`config.mk`:
```
export PLATFORM = sky130hd
export DESIGN_NAME = rx_dma_sched_flat
export DESIGN_NICKNAME = d
export VERILOG_FILES = /design/src/rtl/rx_dma_sched_if.sv /design/src/rtl/rx_dma_sched.sv /design/src/flat_wrapper.sv
export SDC_FILE = /design/constraint.sdc
export NUM_CORES = 1
export LEC_CHECK = 0
export CAP_MARGIN = 20
export CELL_PAD_IN_SITES_DETAIL_PLACEMENT = 0
export CELL_PAD_IN_SITES_GLOBAL_PLACEMENT = 1
export CORE_MARGIN = 2
export CORE_UTILIZATION = 33
export DETAILED_ROUTE_END_ITERATION = 8
export PLACE_DENSITY_LB_ADDON = 0.1
export SLEW_MARGIN = 20
export SYNTH_ARGS = -nofsm -noshare
export SYNTH_HDL_FRONTEND = slang
export SYNTH_SLANG_ARGS = --single-unit
```
`constraint.sdc`:
```
create_clock -name aclk -period 5 [get_ports aclk]
set_input_delay 1 -clock aclk [delete_from_list [all_inputs] [get_ports aclk]]
set_output_delay 1 -clock aclk [all_outputs]
set_load 0.01 [all_outputs]
```
`src/rtl/rx_dma_sched_if.sv`:
```
// rtl/rx_dma_sched_if.sv - host config, DMA control and status signals of rx_dma_sched
// Optional watchdog port is present when RX_DMA_SCHED_WATCHDOG_EN is defined.
interface rx_dma_sched_if #(
  parameter int ADDR_W = 48,
  parameter int REL_W  = 8,
  parameter int BLK_W  = 16
);
  logic              cfg_start;
  logic              cfg_stop;
  logic [ADDR_W-1:0] cfg_base_addr;
  logic [31:0]       cfg_ring_bytes;
  logic [31:0]       cfg_ring_bursts;
  logic [8:0]        cfg_burst_len;
  logic [16:0]       cfg_block_bytes;
  logic [7:0]        cfg_blocks_per_irq;
`ifdef RX_DMA_SCHED_WATCHDOG_EN
  logic [31:0]       cfg_watchdog_cycles;
`endif
  logic              host_release;
  logic              dma_write_enable;
  logic [ADDR_W-1:0] dma_write_base_address;
  logic [31:0]       dma_write_burst_count;
  logic [8:0]        dma_write_burst_len;
  logic [31:0]       dma_write_ddr_size;
  logic [16:0]       dma_write_access_size_bytes;
  logic              dma_write_access_tick;
  logic              dma_write_access_tick_ack;
  logic              dma_write_burst_tick;
  logic              dma_write_busy;
  logic              dma_write_overflow_ins;
  logic [1:0]        dma_write_bresp;
  logic [2:0]        state;
  logic [BLK_W-1:0]  blocks_ready;
  logic [REL_W-1:0]  release_pending;
  logic [BLK_W-1:0]  overflow_count;
  logic              cfg_error;
  logic              irq_block;
  logic              irq_overflow;
  logic              irq_error;
  logic              irq_stall;

  modport slave (
    input  cfg_start, cfg_stop, cfg_base_addr, cfg_ring_bytes, cfg_ring_bursts,
           cfg_burst_len, cfg_block_bytes, cfg_blocks_per_irq,
`ifdef RX_DMA_SCHED_WATCHDOG_EN
           cfg_watchdog_cycles,
`endif
           host_release, dma_write_access_tick_ack, dma_write_burst_tick,
           dma_write_busy, dma_write_overflow_ins, dma_write_bresp,
    output dma_write_enable, dma_write_base_address, dma_write_burst_count,
           dma_write_burst_len, dma_write_ddr_size, dma_write_access_size_bytes,
           dma_write_access_tick, state, blocks_ready, release_pending,
           overflow_count, cfg_error, irq_block, irq_overflow, irq_error, irq_stall
  );

  modport master (
    output cfg_start, cfg_stop, cfg_base_addr, cfg_ring_bytes, cfg_ring_bursts,
           cfg_burst_len, cfg_block_bytes, cfg_blocks_per_irq,
`ifdef RX_DMA_SCHED_WATCHDOG_EN
           cfg_watchdog_cycles,
`endif
           host_release, dma_write_access_tick_ack, dma_write_burst_tick,
           dma_write_busy, dma_write_overflow_ins, dma_write_bresp,
    input  dma_write_enable, dma_write_base_address, dma_write_burst_count,
           dma_write_burst_len, dma_write_ddr_size, dma_write_access_size_bytes,
           dma_write_access_tick, state, blocks_ready, release_pending,
           overflow_count, cfg_error, irq_block, irq_overflow, irq_error, irq_stall
  );
endinterface

```
`src/rtl/rx_dma_sched.sv`:
```
// rtl/rx_dma_sched.sv - RX write DMA control-plane sequencer
// Optional stall watchdog enabled by defining RX_DMA_SCHED_WATCHDOG_EN.
module rx_dma_sched #(
  parameter int ADDR_W = 48,
  parameter int REL_W  = 8,
  parameter int BLK_W  = 16
) (
  input logic          aclk,
  input logic          aresetn,
  rx_dma_sched_if.slave bus
);
  typedef enum logic [2:0] {
    S_IDLE  = 3'd0,
    S_ARM   = 3'd1,
    S_RUN   = 3'd2,
    S_DRAIN = 3'd3,
    S_ERROR = 3'd4
  } state_t;

  state_t            state_q, state_d;
  logic [ADDR_W-1:0] base_q, base_d;
  logic [31:0]       bursts_q, bursts_d;
  logic [31:0]       ring_q, ring_d;
  logic [8:0]        blen_q, blen_d;
  logic [16:0]       blkb_q, blkb_d;
  logic [7:0]        bpi_q, bpi_d;
  logic [17:0]       acc_q, acc_d;
  logic [7:0]        icnt_q, icnt_d;
  logic [BLK_W-1:0]  blocks_q, blocks_d;
  logic [REL_W-1:0]  pend_q, pend_d;
  logic [BLK_W-1:0]  ovf_cnt_q, ovf_cnt_d;
  logic              tick_q, tick_d;
  logic              btick_q, ovf_q;
  logic              cfg_err_q, cfg_err_d;
  logic              irq_blk_q, irq_blk_d;
  logic              irq_ovf_q, irq_ovf_d;
  logic              irq_err_q, irq_err_d;

  logic [12:0] burst_bytes_in, burst_bytes_sh;
  logic        cfg_valid, btick_rise, ovf_rise, active, rel_done, blk_done, drain_exit;
  logic [17:0] acc_sum;
  logic [7:0]  bpi_eff;
  logic        unused_bresp0;

  assign unused_bresp0  = bus.dma_write_bresp[0];
  assign burst_bytes_in = {bus.cfg_burst_len, 4'b0000};
  assign burst_bytes_sh = {blen_q, 4'b0000};
  assign cfg_valid  = (bus.cfg_burst_len != 9'd0) && (bus.cfg_burst_len <= 9'd256) &&
                      (bus.cfg_ring_bytes != 32'd0) && (bus.cfg_ring_bursts != 32'd0) &&
                      (bus.cfg_block_bytes >= {4'b0000, burst_bytes_in});
  assign btick_rise = bus.dma_write_burst_tick & ~btick_q;
  assign ovf_rise   = bus.dma_write_overflow_ins & ~ovf_q;
  assign active     = (state_q == S_RUN) || (state_q == S_DRAIN) || (state_q == S_ERROR);
  assign rel_done   = tick_q & bus.dma_write_access_tick_ack;
  assign acc_sum    = acc_q + {5'b00000, burst_bytes_sh};
  assign blk_done   = (state_q == S_RUN) && btick_rise && (acc_sum >= {1'b0, blkb_q});
  assign bpi_eff    = (bpi_q == 8'd0) ? 8'd1 : bpi_q;
  assign drain_exit = (state_q == S_DRAIN) && !bus.dma_write_busy && !tick_q;

  always_ff @(posedge aclk or negedge aresetn) begin
    if (!aresetn) state_q <= S_IDLE;
    else          state_q <= state_d;
  end

  always_comb begin
    state_d   = state_q;
    cfg_err_d = cfg_err_q;
    irq_err_d = 1'b0;
    case (state_q)
      S_IDLE: begin
        if (bus.cfg_start) begin
          if (cfg_valid) begin
            state_d   = S_ARM;
            cfg_err_d = 1'b0;
          end else begin
            cfg_err_d = 1'b1;
          end
        end
      end
      S_ARM:   state_d = S_RUN;
      S_RUN: begin
        if (bus.cfg_stop) begin
          state_d = S_DRAIN;
        end else if (btick_rise && bus.dma_write_bresp[1]) begin
          state_d   = S_ERROR;
          irq_err_d = 1'b1;
        end
      end
      S_DRAIN: if (drain_exit) state_d = S_IDLE;
      S_ERROR: if (bus.cfg_stop) state_d = S_DRAIN;
      default: state_d = S_IDLE;
    endcase
  end

  always_comb begin
    base_d    = base_q;
    bursts_d  = bursts_q;
    ring_d    = ring_q;
    blen_d    = blen_q;
    blkb_d    = blkb_q;
    bpi_d     = bpi_q;
    acc_d     = acc_q;
    icnt_d    = icnt_q;
    blocks_d  = blocks_q;
    pend_d    = pend_q;
    ovf_cnt_d = ovf_cnt_q;
    tick_d    = tick_q;
    irq_blk_d = 1'b0;
    irq_ovf_d = 1'b0;

    if ((state_q == S_IDLE) && bus.cfg_start) begin
      base_d   = bus.cfg_base_addr;
      bursts_d = bus.cfg_ring_bursts;
      ring_d   = bus.cfg_ring_bytes;
      blen_d   = bus.cfg_burst_len;
      blkb_d   = bus.cfg_block_bytes;
      bpi_d    = bus.cfg_blocks_per_irq;
    end

    if ((state_q == S_RUN) && btick_rise) begin
      if (blk_done) begin
        acc_d = acc_sum - {1'b0, blkb_q};
        if (icnt_q + 8'd1 == bpi_eff) begin
          icnt_d    = 8'd0;
          irq_blk_d = 1'b1;
        end else begin
          icnt_d = icnt_q + 8'd1;
        end
      end else begin
        acc_d = acc_sum;
      end
    end

    // A block landing and a release finishing together cancel out.
    case ({blk_done, rel_done})
      2'b10:   if (blocks_q != {BLK_W{1'b1}}) blocks_d = blocks_q + BLK_W'(1);
      2'b01:   if (blocks_q != '0) blocks_d = blocks_q - BLK_W'(1);
      default: blocks_d = blocks_q;
    endcase

    case ({bus.host_release && active, rel_done})
      2'b10:   if (pend_q != {REL_W{1'b1}}) pend_d = pend_q + REL_W'(1);
      2'b01:   if (pend_q != '0) pend_d = pend_q - REL_W'(1);
      default: pend_d = pend_q;
    endcase

    // New request only after the DMA has dropped ack from the previous one.
    if (rel_done) begin
      tick_d = 1'b0;
    end else if (active && !tick_q && !bus.dma_write_access_tick_ack &&
                 (pend_q != '0) && !drain_exit) begin
      tick_d = 1'b1;
    end

    if (ovf_rise) begin
      irq_ovf_d = 1'b1;
      if (ovf_cnt_q != {BLK_W{1'b1}}) ovf_cnt_d = ovf_cnt_q + BLK_W'(1);
    end

    if (state_q == S_ARM) begin
      blocks_d  = '0;
      pend_d    = '0;
      acc_d     = '0;
      icnt_d    = '0;
      ovf_cnt_d = '0;
    end
  end

  always_ff @(posedge aclk or negedge aresetn) begin
    if (!aresetn) begin
      base_q    <= '0;
      bursts_q  <= '0;
      ring_q    <= '0;
      blen_q    <= '0;
      blkb_q    <= '0;
      bpi_q     <= '0;
      acc_q     <= '0;
      icnt_q    <= '0;
      blocks_q  <= '0;
      pend_q    <= '0;
      ovf_cnt_q <= '0;
      tick_q    <= 1'b0;
      btick_q   <= 1'b0;
      ovf_q     <= 1'b0;
      cfg_err_q <= 1'b0;
      irq_blk_q <= 1'b0;
      irq_ovf_q <= 1'b0;
      irq_err_q <= 1'b0;
    end else begin
      base_q    <= base_d;
      bursts_q  <= bursts_d;
      ring_q    <= ring_d;
      blen_q    <= blen_d;
      blkb_q    <= blkb_d;
      bpi_q     <= bpi_d;
      acc_q     <= acc_d;
      icnt_q    <= icnt_d;
      blocks_q  <= blocks_d;
      pend_q    <= pend_d;
      ovf_cnt_q <= ovf_cnt_d;
      tick_q    <= tick_d;
      btick_q   <= bus.dma_write_burst_tick;
      ovf_q     <= bus.dma_write_overflow_ins;
      cfg_err_q <= cfg_err_d;
      irq_blk_q <= irq_blk_d;
      irq_ovf_q <= irq_ovf_d;
      irq_err_q <= irq_err_d;
    end
  end

`ifdef RX_DMA_SCHED_WATCHDOG_EN
  logic [31:0] wd_q, wd_d;
  logic        stall_q, stall_d;

  always_comb begin
    wd_d    = wd_q;
    stall_d = 1'b0;
    if ((state_q == S_ARM) || btick_rise) begin
      wd_d = '0;
    end else if (state_q == S_RUN) begin
      if ((bus.cfg_watchdog_cycles != 32'd0) && (wd_q == bus.cfg_watchdog_cycles - 32'd1)) begin
        stall_d = 1'b1;
        wd_d    = '0;
      end else begin
        wd_d = wd_q + 32'd1;
      end
    end
  end

  always_ff @(posedge aclk or negedge aresetn) begin
    if (!aresetn) begin
      wd_q    <= '0;
      stall_q <= 1'b0;
    end else begin
      wd_q    <= wd_d;
      stall_q <= stall_d;
    end
  end

  assign bus.irq_stall = stall_q;
`else
  assign bus.irq_stall = 1'b0;
`endif

  assign bus.dma_write_enable            = (state_q == S_RUN);
  assign bus.dma_write_base_address      = base_q;
  assign bus.dma_write_burst_count       = bursts_q;
  assign bus.dma_write_burst_len         = blen_q;
  assign bus.dma_write_ddr_size          = ring_q;
  assign bus.dma_write_access_size_bytes = blkb_q;
  assign bus.dma_write_access_tick       = tick_q;
  assign bus.state                       = state_q;
  assign bus.blocks_ready                = blocks_q;
  assign bus.release_pending             = pend_q;
  assign bus.overflow_count              = ovf_cnt_q;
  assign bus.cfg_error                   = cfg_err_q;
  assign bus.irq_block                   = irq_blk_q;
  assign bus.irq_overflow                = irq_ovf_q;
  assign bus.irq_error                   = irq_err_q;
endmodule

```
`src/flat_wrapper.sv`:
```
// flat-port wrapper written by rule: the top's interface ports become plain ports
module rx_dma_sched_flat 
#(
  parameter int ADDR_W = 48,
  parameter int REL_W  = 8,
  parameter int BLK_W  = 16
)
  (aclk, aresetn, bus_cfg_start, bus_cfg_stop, bus_cfg_base_addr, bus_cfg_ring_bytes, bus_cfg_ring_bursts, bus_cfg_burst_len, bus_cfg_block_bytes, bus_cfg_blocks_per_irq, bus_host_release, bus_dma_write_access_tick_ack, bus_dma_write_burst_tick, bus_dma_write_busy, bus_dma_write_overflow_ins, bus_dma_write_bresp, bus_dma_write_enable, bus_dma_write_base_address, bus_dma_write_burst_count, bus_dma_write_burst_len, bus_dma_write_ddr_size, bus_dma_write_access_size_bytes, bus_dma_write_access_tick, bus_state, bus_blocks_ready, bus_release_pending, bus_overflow_count, bus_cfg_error, bus_irq_block, bus_irq_overflow, bus_irq_error, bus_irq_stall);
  rx_dma_sched_if #(.ADDR_W(ADDR_W), .REL_W(REL_W), .BLK_W(BLK_W)) bus_i ();
  input logic aclk;
  input logic aresetn;
  input wire logic [$bits(bus_i.cfg_start)-1:0] bus_cfg_start;
  input wire logic [$bits(bus_i.cfg_stop)-1:0] bus_cfg_stop;
  input wire logic [$bits(bus_i.cfg_base_addr)-1:0] bus_cfg_base_addr;
  input wire logic [$bits(bus_i.cfg_ring_bytes)-1:0] bus_cfg_ring_bytes;
  input wire logic [$bits(bus_i.cfg_ring_bursts)-1:0] bus_cfg_ring_bursts;
  input wire logic [$bits(bus_i.cfg_burst_len)-1:0] bus_cfg_burst_len;
  input wire logic [$bits(bus_i.cfg_block_bytes)-1:0] bus_cfg_block_bytes;
  input wire logic [$bits(bus_i.cfg_blocks_per_irq)-1:0] bus_cfg_blocks_per_irq;
  input wire logic [$bits(bus_i.host_release)-1:0] bus_host_release;
  input wire logic [$bits(bus_i.dma_write_access_tick_ack)-1:0] bus_dma_write_access_tick_ack;
  input wire logic [$bits(bus_i.dma_write_burst_tick)-1:0] bus_dma_write_burst_tick;
  input wire logic [$bits(bus_i.dma_write_busy)-1:0] bus_dma_write_busy;
  input wire logic [$bits(bus_i.dma_write_overflow_ins)-1:0] bus_dma_write_overflow_ins;
  input wire logic [$bits(bus_i.dma_write_bresp)-1:0] bus_dma_write_bresp;
  output wire logic [$bits(bus_i.dma_write_enable)-1:0] bus_dma_write_enable;
  output wire logic [$bits(bus_i.dma_write_base_address)-1:0] bus_dma_write_base_address;
  output wire logic [$bits(bus_i.dma_write_burst_count)-1:0] bus_dma_write_burst_count;
  output wire logic [$bits(bus_i.dma_write_burst_len)-1:0] bus_dma_write_burst_len;
  output wire logic [$bits(bus_i.dma_write_ddr_size)-1:0] bus_dma_write_ddr_size;
  output wire logic [$bits(bus_i.dma_write_access_size_bytes)-1:0] bus_dma_write_access_size_bytes;
  output wire logic [$bits(bus_i.dma_write_access_tick)-1:0] bus_dma_write_access_tick;
  output wire logic [$bits(bus_i.state)-1:0] bus_state;
  output wire logic [$bits(bus_i.blocks_ready)-1:0] bus_blocks_ready;
  output wire logic [$bits(bus_i.release_pending)-1:0] bus_release_pending;
  output wire logic [$bits(bus_i.overflow_count)-1:0] bus_overflow_count;
  output wire logic [$bits(bus_i.cfg_error)-1:0] bus_cfg_error;
  output wire logic [$bits(bus_i.irq_block)-1:0] bus_irq_block;
  output wire logic [$bits(bus_i.irq_overflow)-1:0] bus_irq_overflow;
  output wire logic [$bits(bus_i.irq_error)-1:0] bus_irq_error;
  output wire logic [$bits(bus_i.irq_stall)-1:0] bus_irq_stall;
  assign bus_i.cfg_start = bus_cfg_start;
  assign bus_i.cfg_stop = bus_cfg_stop;
  assign bus_i.cfg_base_addr = bus_cfg_base_addr;
  assign bus_i.cfg_ring_bytes = bus_cfg_ring_bytes;
  assign bus_i.cfg_ring_bursts = bus_cfg_ring_bursts;
  assign bus_i.cfg_burst_len = bus_cfg_burst_len;
  assign bus_i.cfg_block_bytes = bus_cfg_block_bytes;
  assign bus_i.cfg_blocks_per_irq = bus_cfg_blocks_per_irq;
  assign bus_i.host_release = bus_host_release;
  assign bus_i.dma_write_access_tick_ack = bus_dma_write_access_tick_ack;
  assign bus_i.dma_write_burst_tick = bus_dma_write_burst_tick;
  assign bus_i.dma_write_busy = bus_dma_write_busy;
  assign bus_i.dma_write_overflow_ins = bus_dma_write_overflow_ins;
  assign bus_i.dma_write_bresp = bus_dma_write_bresp;
  assign bus_dma_write_enable = bus_i.dma_write_enable;
  assign bus_dma_write_base_address = bus_i.dma_write_base_address;
  assign bus_dma_write_burst_count = bus_i.dma_write_burst_count;
  assign bus_dma_write_burst_len = bus_i.dma_write_burst_len;
  assign bus_dma_write_ddr_size = bus_i.dma_write_ddr_size;
  assign bus_dma_write_access_size_bytes = bus_i.dma_write_access_size_bytes;
  assign bus_dma_write_access_tick = bus_i.dma_write_access_tick;
  assign bus_state = bus_i.state;
  assign bus_blocks_ready = bus_i.blocks_ready;
  assign bus_release_pending = bus_i.release_pending;
  assign bus_overflow_count = bus_i.overflow_count;
  assign bus_cfg_error = bus_i.cfg_error;
  assign bus_irq_block = bus_i.irq_block;
  assign bus_irq_overflow = bus_i.irq_overflow;
  assign bus_irq_error = bus_i.irq_error;
  assign bus_irq_stall = bus_i.irq_stall;
  rx_dma_sched #(.ADDR_W(ADDR_W), .REL_W(REL_W), .BLK_W(BLK_W)) u_core (.aclk(aclk), .aresetn(aresetn), .bus(bus_i));
endmodule
```
---- Word-level counts from Yosys, hierarchy flattened ----
Index checks and enable logic that the tools add are counted.
cells by class
  equal/unequal tests ..................... 21
  magnitude comparators ................... 3
  muxes and demuxes ....................... 36
  bitwise operators ....................... 5
  add/subtract/negate cells ............... 8
  reductions and logical operators ........ 41
operators by type and width
  kind                   count
  $mux 16                6
  $mux 8                 8
  $reduce_bool 32->1     2
  $mux 18                3
  $add 16x1->16 const B  2
  $ne 16x16->1 const B   2
  $pmux 16 s2            1
  $add 18x13->18         1
  $ge 18x17->1           1
  $mux 3                 6
  $sub 18x17->18         1
  $ge 17x13->1           1
  $add 8x1->8 const B    2
  $pmux 8 s2             1
  $reduce_bool 16->1     1
  $sub 16x1->16 const B  1
  $logic_and 1x1->1      15
  $pmux 3 s5             1
  $ne 3x1->1 const B     4
  $mux 1                 10
  $reduce_bool 2->1      5
  $le 9x9->1 const B     1
  $reduce_bool 9->1      1
  $eq 8x8->1             1
  21 further kinds       37
storage, ports and cells
  output and inout port bits .............. 188
  input port bits ......................... 157
  register bits ........................... 222
  word-level logic and storage cells ...... 133

---- Logic depth before layout (Yosys ltp) ----
  depth after elaboration ................. 9
  mapped depth ............................ 26
  gate-level depth less buffers ........... 25

---- Worst setup path after synthesis ----
OpenSTA, ideal clock, no wires.
  path type ............................... register to register
  from .................................... register u_core.blen_q[0] (netlist: u_core.bus.dma_write_burst_len[0])
  to ...................................... register u_core.blocks_q[14] (netlist: u_core.bus.blocks_ready[14])
  required time ........................... 4880 ps
  path slack .............................. -606 ps
  data arrival time ....................... 5486 ps
  library setup time ...................... 120 ps
  period minus slack after synthesis ...... 5606 ps
  cell stages (with the launch flop) ...... 25
  cell sequence ........................... dfrtp_1 -> ha_1 -> fa_1 -> a21o_1 -> a21oi_1 -> o21ba_2 -> o21ai_0 -> and2_1 -> xor2_1 -> ha_1 -> a211o_1 -> o32ai_2 -> o2bb2ai_1 -> a31oi_1 -> o31ai_1 -> buf_2 -> nand2_1 -> xnor2_1 -> ha_1 -> or4_1 -> or4_1 -> a41oi_1 -> o21ai_0 -> mux2i_1 -> nor2_1
between the ends
  cells in the longest elaborated chain, start to end .. 6
  elaborated cells on any way between the ends .. 11
  classes of those cells .................. add/sub (1); order compare (1); eq/ne (4); mux (2); reduce/logical (3)
ends and longest elaborated chain
  what                                                          RTL line             RTL
  start, declared                                               rx_dma_sched.sv:24   logic [8:0] blen_q, blen_d;
  start signal, assigned                                        rx_dma_sched.sv:193  blen_q <= blen_d;
  $add 18x13->18 (*)                                            rx_dma_sched.sv:55   assign acc_sum = acc_q + {5'b00000, burst_bytes_sh};
  $ge 18x17->1 (*)                                              rx_dma_sched.sv:56   assign blk_done = (state_q == S_RUN) && btick_rise && (acc_sum >= {1'b0, blkb_q});
  $logic_and 1x1->1 (*)                                         rx_dma_sched.sv:56
  $eq 2x1->1 / $eq 2x2->1 (equally long branches)               rx_dma_sched.sv:135  case ({blk_done, rel_done})
  $ne 3x1->1 (no line), or another cell as far along            n/a
  $reduce_and 3->1 (no line) / $mux 16 (equally long branches)  n/a
  end signal, assigned                                          rx_dma_sched.sv:198  blocks_q <= blocks_d;
  end, declared                                                 rx_dma_sched.sv:29   logic [BLK_W-1:0] blocks_q, blocks_d;
Every way passes the cells marked *; elsewhere a longest branch is shown, timed or not.
A chain may end at the register's enable or synchronous reset.

---- Final worst setup path ----
  from .................................... register u_core.acc_q[4]
  to ...................................... register u_core.blocks_q[14] (netlist: u_core.bus.blocks_ready[14])
between the ends
  cells in the longest elaborated chain, start to end .. 6
  elaborated cells on any way between the ends .. 11
  classes of those cells .................. add/sub (1); order compare (1); eq/ne (4); mux (2); reduce/logical (3)
ends and longest elaborated chain
  what                                                          RTL line             RTL
  start, declared                                               rx_dma_sched.sv:27   logic [17:0] acc_q, acc_d;
  start signal, assigned                                        rx_dma_sched.sv:177  acc_q <= '0;
  start signal, assigned                                        rx_dma_sched.sv:196  acc_q <= acc_d;
  $add 18x13->18 (*)                                            rx_dma_sched.sv:55
  $ge 18x17->1 (*)                                              rx_dma_sched.sv:56
  $logic_and 1x1->1 (*)                                         rx_dma_sched.sv:56
  $eq 2x1->1 / $eq 2x2->1 (equally long branches)               rx_dma_sched.sv:135
  $ne 3x1->1 (no line), or another cell as far along            n/a
  $reduce_and 3->1 (no line) / $mux 16 (equally long branches)  n/a
Marked as above.

==> impl_metrics.csv <==
group,metric,value,unit
route,highest_layer,"met5",
critical_path,r2r_slack,-230,ps
timing,final-hold-violation-count,0,
floorplanning,io_pins,345,
route,vias,9782,
route,met2_length,17.5,mm
pwr,irDropWorstVdd,0.418,mV
synth,synth_seq_cells,222,
placed_design,gp_congestion,0.823,
critical_path,crit_type,"reg -> reg",
synth,synth_cell_types,66,
min_path,whs_endpoint,"u_core.bus.irq_overflow",
global_routing,grt_pass1_vias,9875,
route,drc,0,
floorplanning,fp.coreArea,34500,µm²
synth,syn_avg_cell_area,10.7,µm²
critical_path,max_stage_delay,530,ps
floorplanning,start_util,33.5,%
synth,synth_nets,1287,
clock_network,clkTransAtPathRegs,60,ps
critical_path,end_kind,"flip-flop",
outcome,violations,"negative setup slack",
floorplanning,die_area,36600,µm²
timing,slew_viol_final,0,
timing,grt_setup_unrepaired,"yes",
placed_design,dp_slack,-359,ps
clock_network,cts_tree,"built",
clock_network,clock_path_buffers,3,
job,maxCapViolCount,0,
finish,drive_gt1_share,21.2,%
route,wl_per_cell,18.9,µm
critical_path,crit_path_top_delay_cell,"or4_4",
critical_path,crit_required,5430,ps
clock_network,clock-sinks,222,
timing,setup_viol_count_final,4,
pwr,p_leak,7.26,nW
pwr,power.density,725,nW/µm²
timing,fin_skew,10.7,ps
synth,async_flop_share,100,%
timing,fin_crit,5230,ps
critical_path,crit_top_cell,"ha_2",
route,drt_pass1_iterations,4,
clock_network,h-tree-depth,1,
route,routed_via_density,4.97,
finish,regArea,5560,µm²
route,routed_wirelength,37.2,mm
synth,ys_warn_count,0,
synth,syn_inst,1081,
timing,finalWorstSetupSlack,-233,ps
global_routing,gr-usage-all-layers,20.2,%
critical_path,crit-reg2reg-launch,"u_core.acc_q[4]",
floorplanning,rows,68,
placed_design,portBuffers,342,
clock_network,clock-root-buffer,"clkbuf_16",
placed_design,placed_cell_area,16000,µm²
floorplanning,chipHeight,191,µm
route,met3_length,2.05,mm
min_path,hold_start,"u_core.ovf_q",
timing,relSlewSlack,33.5,%
clock_network,cts_hold_buf,0,
finish,stdcell_area,17400,µm²
critical_path,cp_max_fo,3,
outcome,status,"complete, but fails checks",
placed_design,hpwl,27.9,mm
critical_path,crit_chain,"ha_2 > fa_2 > a21o_1 > a21oi_2 > o21ba_4 > o21ai_4 > a31oi_4 > nor2b_2 > xor2_2 > ha_2 > o21a_1 > o21a_1 > o2bb2ai_2 > a31oi_4 > o31ai_4 > nand2_4 > xnor2_2 > ha_2 > or4_4 > or4_4 > a41oi_2 > o21ai_1 > mux2i_1 > nor2_1",
global_routing,grt_max_degree,92,
finish,final_cell_mix,"341 x clkdlybuf4s50_1, 222 x dfrtp_1, 132 x mux2_2, 76 x buf_4, 68 x o21ai_0",
synth,syn_area,11600,µm²
route,drt_iter0_drc,402,
finish,multiInputGateArea,5970,µm²
global_routing,grt_overflow,0,
timing,finalSetupTns,-483,ps
clock_network,insertion_delay,540,ps
route,ant_nets,0,
finish,syn2layout_area_growth,50.3,%
timing,fin_crit_sh,105,%
critical_path,r2r-end,"u_core.bus.blocks_ready[14]",
critical_path,worst-r2r-cell-count,24,
global_routing,antenna_found_initial,2,
synth,synth_ff_type,"dfrtp_1",
clock_network,numCtsBuffers,28,
critical_path,arrival,5670,ps
timing,tightest_slew,989,ps
timing,fmax,0.191,GHz
critical_path,worst_setup_path_start_kind,"flip-flop",
min_path,holdPathStages,1,
finish,mostFrequentLayoutCell,"clkdlybuf4s50_1",
global_routing,grt_pass1_wl,57.5,mm
floorplanning,fp.dieW,191,µm
route,drt-met1-wl,16.6,mm
finish,fillCellCount,3247,
min_path,hold_class,"reg -> reg",
synth,seq_area_frac_synth,48.0,%
synth,synth-edff-count,0,
finish,fin_nets,1700,
report_power, final:
group          internal [W]  total [W]  switching, W
clock network       0.00133    0.00214      0.000807
registers           0.00257    0.00315      0.000580
logic               0.00390    0.00730       0.00341
worst max-delay path by stage:
stage,startpoint,endpoint,slack [ps],cells after the start
5_1_grt,u_core.acc_q[4],u_core.bus.blocks_ready[14],-480,24
4_1_cts,u_core.bus.dma_write_burst_len[0],u_core.bus.blocks_ready[14],-290,23
3_3_place_gp,u_core.acc_q[4],u_core.bus.blocks_ready[14],-340,23
6_report,u_core.acc_q[4],u_core.bus.blocks_ready[14],-230,24
2_1_floorplan,u_core.bus.dma_write_burst_len[0],u_core.bus.blocks_ready[14],-230,24
3_5_place_dp,u_core.bus.dma_write_burst_len[1],u_core.bus.blocks_ready[14],-360,23
kinds of logic (layout without fill, tap and decap cells):
kind of cell               after synthesis  in the layout  share of synthesized area, %
other                                    1              2                        0.0324
muxes                                  141            141                          13.6
AOI/OAI and AO/OA                      223            223                          12.3
adders and majority gates               49             49                          5.50
buffers and inverters                   86            519                          2.89
and+or+nand+nor                        294            294                          12.7
xor gates and xnor gates                65             65                          4.92
DFF                                    222            222                          48.0
through the flow:
step	hold WS (ps)	power [W]	cells	util [%]
after floorplan	389	0.00699	1081	-
after global placement	419	0.0100	1899	46.2
after detailed placement	410	0.0101	1899	46.2
after CTS	412	0.0124	1954	49.4
after global routing	448	0.0136	1970	50.3
final	408	0.0126	1970	50.3
critical path: cells and delay by family (launching register included):
family                     cells  cell delay (ps)
AOI/OAI and AO/OA             12             2040
and+or+nand+nor                5             1170
adders and majority gates      4             1040
DFF                            1              380
xor gates and xnor gates       2              330
muxes                          1              150
flip-flops by register name, summed over array words and instances, names as in the netlist, 3 cells and up:
register and flops:
u_core.bus.overflow_count 16, u_core.bus.state 3, u_core.bus.dma_write_access_size_bytes 17, u_core.bus.dma_write_base_address 48, u_core.icnt_q 8, u_core.bpi_q 8
u_core.bus.blocks_ready 16, u_core.bus.release_pending 8, u_core.bus.dma_write_burst_len 9, u_core.bus.dma_write_ddr_size 32, u_core.acc_q 18, u_core.bus.dma_write_burst_count 32
layout make-up:
cell class                 count  area share [%]
multi-input combinational    773            34.3
sequential                   222            32.0
timing repair buffer         426            23.7
clock buffer                  37            4.63
tap                          455            3.28
clock inverter                13            1.09
inverter                      43           0.943
antenna                        1          0.0144
synthesized netlist by cell type, drive strengths merged (3+ instances only):
cell	count	area (µm²)
clkbuf	37	140
o21a	19	144
o31ai	6	45.0
and3	5	31.3
o22ai	3	18.8
xnor2	40	350
fa	3	60.1
o211ai	7	52.6
nand3	39	195
a21oi	50	258
nor4	30	188
nor4b	3	26.3
o2111ai	3	26.3
a211o	3	26.3
dfrtp	222	5560
nor2	71	267
inv	43	161
ha	46	576
xor2	25	219
nor3	17	85.1
a21o	13	97.6
and2	7	43.8
mux2	132	1490
a31oi	8	50.1
nand2b	7	43.8
buf	6	32.5
mux2i	9	90.1
nor2b	13	81.3
o21bai	9	67.6
and4	4	35.0
or4	7	52.6
a211oi	6	50.1
nand4	13	81.3
o21ai	71	355
nand2	66	248
o31a	4	35.0
or3	6	37.5
repair_timing:
action	in CTS	in global routing
setup endpoints to repair	7	16
buffers inserted	6	14
cloned	0	1
pin swaps	21	34
gates resized for setup	14	34
layer usage:
metal	vias up	track usage, %
li1	4737	-
met1	4741	26.7
met2	245	33.6
met3	57	3.91
met4	2	5.36
met5	-	0
Note: power is estimated with default switching activity, not from simulation.
